<file path="src/rtl/tx_slot_sequencer.sv">
// rtl/tx_slot_sequencer.sv - double-buffered slot sequencer for the 2-bit encoder slot mux
module tx_slot_sequencer #(
  parameter int HOLD_CYCLES = 1,
  parameter int NUM_SLOTS   = 3
) (
  input  logic       i_clk,
  input  logic       i_rst_n,
  input  logic       i_tx_valid,
  input  logic [5:0] i_tx_data,
  output logic       o_tx_ready,
  input  logic       i_abort,
  output logic [5:0] o_word_out,
  output logic       o_sb,
  output logic       o_sa,
  output logic       o_sym_valid,
  output logic       o_frame_start,
  output logic       o_busy
);

  localparam int             CW        = (HOLD_CYCLES > 1) ? $clog2(HOLD_CYCLES) : 1;
  localparam logic [CW-1:0]  HOLD_LAST = CW'(HOLD_CYCLES - 1);
  localparam logic [1:0]     LAST_SLOT = 2'(NUM_SLOTS - 1);

  typedef enum logic {ST_IDLE, ST_SEND} state_t;

  state_t        r_state, w_nxt_state;
  logic [5:0]    r_active, w_nxt_active;
  logic [5:0]    r_shadow, w_nxt_shadow;
  logic          r_active_full, w_nxt_active_full;
  logic          r_shadow_full, w_nxt_shadow_full;
  logic [1:0]    r_slot, w_nxt_slot;
  logic [CW-1:0] r_hold, w_nxt_hold;
  logic          r_frame_start, w_nxt_frame_start;

  logic          w_accept;
  logic          w_slot_end;
  logic          w_frame_end;
  logic [1:0]    w_sel;

  assign o_tx_ready  = !r_shadow_full && !i_abort;
  assign w_accept    = i_tx_valid && o_tx_ready;
  assign w_slot_end  = (r_state == ST_SEND) && (r_hold == HOLD_LAST);
  assign w_frame_end = w_slot_end && (r_slot == LAST_SLOT);

  always_ff @(posedge i_clk or negedge i_rst_n) begin
    if (!i_rst_n) begin
      r_state       <= ST_IDLE;
      r_active      <= '0;
      r_shadow      <= '0;
      r_active_full <= 1'b0;
      r_shadow_full <= 1'b0;
      r_slot        <= '0;
      r_hold        <= '0;
      r_frame_start <= 1'b0;
    end else begin
      r_state       <= w_nxt_state;
      r_active      <= w_nxt_active;
      r_shadow      <= w_nxt_shadow;
      r_active_full <= w_nxt_active_full;
      r_shadow_full <= w_nxt_shadow_full;
      r_slot        <= w_nxt_slot;
      r_hold        <= w_nxt_hold;
      r_frame_start <= w_nxt_frame_start;
    end
  end

  always_comb begin
    w_nxt_state       = r_state;
    w_nxt_active      = r_active;
    w_nxt_shadow      = r_shadow;
    w_nxt_active_full = r_active_full;
    w_nxt_shadow_full = r_shadow_full;
    w_nxt_slot        = r_slot;
    w_nxt_hold        = r_hold;
    w_nxt_frame_start = 1'b0;

    if (i_abort) begin
      // Flush wins over both acceptance and frame end; active data is kept only as the held word_out value.
      w_nxt_state       = ST_IDLE;
      w_nxt_active_full = 1'b0;
      w_nxt_shadow_full = 1'b0;
      w_nxt_slot        = '0;
      w_nxt_hold        = '0;
    end else begin
      case (r_state)
        ST_IDLE: begin
          if (w_accept) begin
            w_nxt_state       = ST_SEND;
            w_nxt_active      = i_tx_data;
            w_nxt_active_full = 1'b1;
            w_nxt_slot        = '0;
            w_nxt_hold        = '0;
            w_nxt_frame_start = 1'b1;
          end
        end
        ST_SEND: begin
          w_nxt_hold = w_slot_end ? '0 : r_hold + CW'(1);
          if (w_frame_end) begin
            w_nxt_slot = '0;
            if (r_shadow_full) begin
              w_nxt_active      = r_shadow;
              w_nxt_shadow_full = 1'b0;
              w_nxt_frame_start = 1'b1;
            end else if (w_accept) begin
              w_nxt_active      = i_tx_data;
              w_nxt_frame_start = 1'b1;
            end else begin
              w_nxt_state       = ST_IDLE;
              w_nxt_active_full = 1'b0;
            end
          end else begin
            if (w_slot_end) begin
              w_nxt_slot = r_slot + 2'd1;
            end
            if (w_accept) begin
              w_nxt_shadow      = i_tx_data;
              w_nxt_shadow_full = 1'b1;
            end
          end
        end
        default: w_nxt_state = ST_IDLE;
      endcase
    end
  end

  assign w_sel         = (r_state == ST_SEND) ? r_slot : 2'b11;
  assign o_sb          = w_sel[1];
  assign o_sa          = w_sel[0];
  assign o_sym_valid   = (r_state == ST_SEND);
  assign o_frame_start = r_frame_start;
  assign o_word_out    = r_active;
  assign o_busy        = r_active_full || r_shadow_full;

endmodule

</file>
<file path="config.mk">
export PLATFORM = sky130hd
export DESIGN_NAME = tx_slot_sequencer
export DESIGN_NICKNAME = d
export VERILOG_FILES = /design/src/rtl/tx_slot_sequencer.sv
export SDC_FILE = /design/constraint.sdc
export NUM_CORES = 1
export LEC_CHECK = 0
export ABC_AREA = 1
export CORE_MARGIN = 2
export CORE_UTILIZATION = 45
export CTS_CLUSTER_DIAMETER = 80
export DETAILED_ROUTE_END_ITERATION = 8
export GPL_ROUTABILITY_DRIVEN = 0
export PLACE_DENSITY_LB_ADDON = 0.08
export SLEW_MARGIN = 20
export SYNTH_ARGS = -nofsm -noshare
export SYNTH_HDL_FRONTEND = slang
export SYNTH_SLANG_ARGS = --single-unit
</file>
<file path="constraint.sdc">
create_clock -name i_clk -period 3.4 [get_ports i_clk]
set_clock_uncertainty 0.15 [all_clocks]
set_input_delay 0.68 -clock i_clk [delete_from_list [all_inputs] [get_ports i_clk]]
set_output_delay 0.68 -clock i_clk [all_outputs]
set_load 0.05 [all_outputs]
</file>
After elaboration in Yosys (flattened, before gate mapping):

Cells that the tools add are included.

* bits in registers: 19
* output and inout port bits: 12

* $add $sub $neg: 2
* equal/unequal tests: 7
* muxes and demuxes: 31
* bitwise gates (word level): 4
* reductions and logical operators: 14

Operators with widths (count)
* 2-to-1 mux 6 bit: 3
* 2-to-1 mux 1 bit: 17
* case mux 6 bit (2 select lines): 1
* 2-to-1 mux 2 bit: 5
* != test 3 bit (second input constant): 3
* case mux 1 bit (2 select lines): 4
* AND reduction 4 bit: 2
* AND reduction 2 bit: 3
* logical AND 1 bit: 4
* != test 4 x 2 -> 1 bit (second input constant): 1
* NOT 1 bit: 4
* case mux 2 bit (2 select lines): 1
* != test 3 x 2 -> 1 bit (second input constant): 1
* nonzero test 3 bit: 1
* adder 2 x 1 -> 2 bit (second input constant): 1
* equality test 2 bit (second input constant): 1
* logical NOT 1 bit: 2
* != test 2 x 1 -> 1 bit (second input constant): 1
* nonzero test 2 bit: 1
* adder 1 bit (second input constant): 1
* logical OR 1 bit: 1

Longest topological paths before layout:

Gate-level depths: netlist of the first run.

* depth after elaboration: 8
* mapped depth: 7
* depth with buffers taken out: 7

Worst setup path before layout of the first run:

Ideal clock, no wire load.

* path kind: input to register
* from: input port i_abort
* to: register r_active[0] (netlist: o_word_out[0])
* library setup time: 119 ps
* arrival time: 1975 ps
* required time: 3131 ps
* slack: 1156 ps
* stages on the path: 6
* path buffers: 0
* path through: nor2_1 > nand2_1 > o21ai_4 > nand2_4 > nand2_1 > nand2_1

* longest elaborated chain between the ends: 7
* elaborated cells between the ends (all ways): 9
* those cells by class: mux (4); bitwise (1); reduce/logical (4)

Ends and longest elaborated chain
* start: declaration: line 11 `input logic i_abort,`
* logical NOT 1 bit: line 40 `assign o_tx_ready = !r_shadow_full && !i_abort;`
* logical AND 1 bit: line 40
* logical AND 1 bit: line 41 `assign w_accept = i_tx_valid && o_tx_ready;`
* 2-to-1 mux 6 bit (3 in a row)
* case mux 6 bit (2 select lines)
* end signal: assignment: line 57 `r_active <= w_nxt_active;`
* end: declaration: line 27 `logic [5:0] r_active, w_nxt_active;`

Parallel ways exist; a longest one is shown, timed or not. The select of a mux whose other input is x is not followed.
A chain may end at the register's enable or synchronous reset.

Final worst setup path of the first run:

* from: input port i_abort
* to: output port o_tx_ready

* longest elaborated chain between the ends: 2

Ends and longest elaborated chain
* logical NOT 1 bit: line 40
* logical AND 1 bit: line 40
* end: declaration: line 10 `output logic o_tx_ready,`

No other way between the ends.

==> reports/qor.csv, run 1 <==
metric;value;unit
outcome;complete, no violations;
maximum vdd drop;0.376;mV
fin. max-slew vios;0;
Yosys top cell by area;dfrtp_1;
cts repair resizes;0;
post-route insts no fill;199;
number of cells after detailed placement;195;
Final ANT Viol Nets;0;
first-pass GRT wire length;3330;µm
grt ovf;0;
Iter 0 DRT Violations;13;
synthesis-to-finish area growth;21.5;%
pin count of the biggest net entering global routing;25;
setup bufs post-CTS;0;
Die H;53.7;µm
synth warn;0;
vias in the first global route;756;
final setup violation count;0;
clk sinks;19;
port bufs;21;
Synth Net Count;156;
CTS Buf Count;3;
latest clock arrival within the worst-skew pair;0.29;ns
Fin. Hold Viols;0;
gr usage total;15.9;%
Rel. slew slack;43.7;%
cell area after synthesis;0.00111;mm²
Worst Slack Setup Final;0.449;ns
period utilization;86.8;%
IO Pins;22;
area of the multi-input gates;470;µm²
PD cells;593;mW/mm²
CTS root buf;clkbuf_4;
DP HPWL;1480;µm
dominant cells by area after synthesis;dfrtp_1 (43%), nand2_1 (17%), inv_1 (9.8%), nand3_1 (5.8%), nand4_1 (3.9%);
Starting Density;46.2;%
clk slew on worst S/H paths;0.10;ns
Yosys top cell area share;42.7;%
Max-cap violations;0;
register area;475;µm²
Final #Nets;180;
crit-path max FO;4;
share of post-route cells with drive strength above 1;9.47;%
Cells after Synth;146;
Setup CP Type;primary input to output pin;
Fillers;237;
CTS H-tree lvls;1;
initial antenna violation count;0;
DR vias;924;
vias per cell;4.64;
total power;0.802;mW
LEAKAGE;0.755;nW
DP Worst Slack;0.454;ns
worst slew pin tran;0.842;ns
Worst Hold Class;register to register;
# DRC;0;
first drt pass iteration count;4;
DIE AREA;0.00289;mm²
Worst setup SP type;primary input;
Avg WL per Cell;9.95;µm
FP Rows;18;
CP Data Required Time;2.57;ns
fin util;56.1;%
sequential share of the synthesized area;42.7;%
Crit. End Element;output pin;
Tmin final;2.95;ns
setup TNS;0;ns
worst-case clock buffer depth;2;
Synth Register Bits;19;
core area;0.00241;mm²
RSZ-0062 raised after global routing;false;
ant diodes;0;
CTS tree;yes;
Fmax;0.339;GHz
# hold bufs at CTS;0;
syn avg cell area;7.63;µm²
Die Span X;53.7;µm
Worst EP arrival;2.12;ns
WL final;1980;µm
unique cell type count in the Yosys netlist;21;
==> synthesized netlist by cell type <==
cell / instances
nor3_1: 1
o21ai_0: 2
o21bai_4: 1
nand3_1: 13
o21ai_4: 1
nand3_4: 1
inv_2: 2
nor2_1: 7
a21oi_2: 1
inv_1: 29
nor2_8: 1
nand2_2: 2
nand2_4: 2
o21a_1: 1
a21oi_1: 1
nand4_1: 7
buf_6: 2
nand2_1: 51
dfrtp_1: 19
buf_12: 1
inv_6: 1
==> cell type report <==
cell class	instances	share of cell area (%)
Timing Repair Buffer	22	16.1
Multi-Input combinational cell	92	34.8
Tap cell	30	2.78
Inverter	32	9.25
Clock buffer	4	1.94
Sequential cell	19	35.2
==> registers in the layout, summed over array words and instances (netlist names) <==
signal,cells
o_frame_start,1
o_sym_valid,1
o_word_out,6
r_active_full,1
r_hold,1
r_shadow,6
r_shadow_full,1
r_slot,2
==> through the flow <==
| stage | cell area [µm²] | hold WS [ns] |
|---|---|---|
| 5_1_grt | 1350 | 0.349 |
| 2_1_floorplan | 1110 | 0.234 |
| 3_3_place_gp | 1330 | 0.304 |
| 6_report | 1350 | 0.330 |
| 3_5_place_dp | 1330 | 0.308 |
| 4_1_cts | 1350 | 0.336 |
==> path summary, 6_finish.rpt <==
check,slack [ns],endpoint,from,cells past startpoint
setup / recovery,0.45,o_tx_ready,i_abort,3
hold / removal,0.33,r_shadow[1]$_DFFE_PN0P_,r_shadow[1]$_DFFE_PN0P_,2
setup reg to reg,1.89,o_word_out[5]$_DFFE_PN0P_,r_shadow_full$_DFFE_PN0P_,6
hold reg to reg,0.33,r_shadow[1]$_DFFE_PN0P_,r_shadow[1]$_DFFE_PN0P_,2
max in group asynchronous,1.87,r_shadow[3]$_DFFE_PN0P_,i_rst_n,1
min in group asynchronous,0.71,r_active_full$_DFFE_PN0P_,i_rst_n,1
==> where the power goes <==
part,internal (mW),leakage (nW),switching [mW]
logic,0.124,0.498,0.244
clock network,0.0456,0.0150,0.0679
registers,0.285,0.242,0.0349
==> worst max-delay path, stage by stage <==
cell and delay (ns):
clkdlybuf4s50_1 0.47, nor2_1 0.15, clkdlybuf4s50_1 0.82
==> cells by family (layout without fill, tap and decap cells) <==
group	count (synthesis)	count (layout)	synth area share, %
AND/OR/NAND/NOR	85	85	36.3
buffers and inverters	35	58	15.1
flip-flops	19	19	42.7
AO/OA/AOI/OAI	7	7	5.96
==> per-layer routing <==
metal / vias up / global-route usage (%) / wire, µm
li1: 493 / - / -
met1: 412 / 23.6 / 979
met2: 17 / 23.0 / 898
met3: 2 / 2.50 / 92
met4: 0 / 6.41 / 10
met5: - / 0 / 0
==> cell usage in the layout (no fill, tap or decap) <==
master and count:
a21oi_2 1, clkdlybuf4s50_1 21, nor2_1 7, o21ai_4 1, nand4_1 7, nand3_4 1
nor2_8 1, dfrtp_1 19, a21oi_1 1, inv_6 1, nand3_1 13, o21a_1 1
nor3_1 1, inv_2 2, nand2_4 2, buf_4 1, inv_1 29, o21bai_4 1
clkbuf_1 1, o21ai_0 2, nand2_1 51, clkbuf_4 3, nand2_2 2
Power figures use the tool's default switching activity.
==> run 2, diff against run 1 <==
--- a/config.mk
+++ b/config.mk
@@ -9,10 +9,10 @@
 export CORE_MARGIN = 2
 export CORE_UTILIZATION = 45
 export CTS_CLUSTER_DIAMETER = 80
+export CTS_CLUSTER_SIZE = 8
 export DETAILED_ROUTE_END_ITERATION = 8
 export GPL_ROUTABILITY_DRIVEN = 0
 export PLACE_DENSITY_LB_ADDON = 0.08
-export SLEW_MARGIN = 20
 export SYNTH_ARGS = -nofsm -noshare
 export SYNTH_HDL_FRONTEND = slang
 export SYNTH_SLANG_ARGS = --single-unit
==> results of run 2 <==
Same layout as run 1: the final DEF is identical, and so are final timing and power.
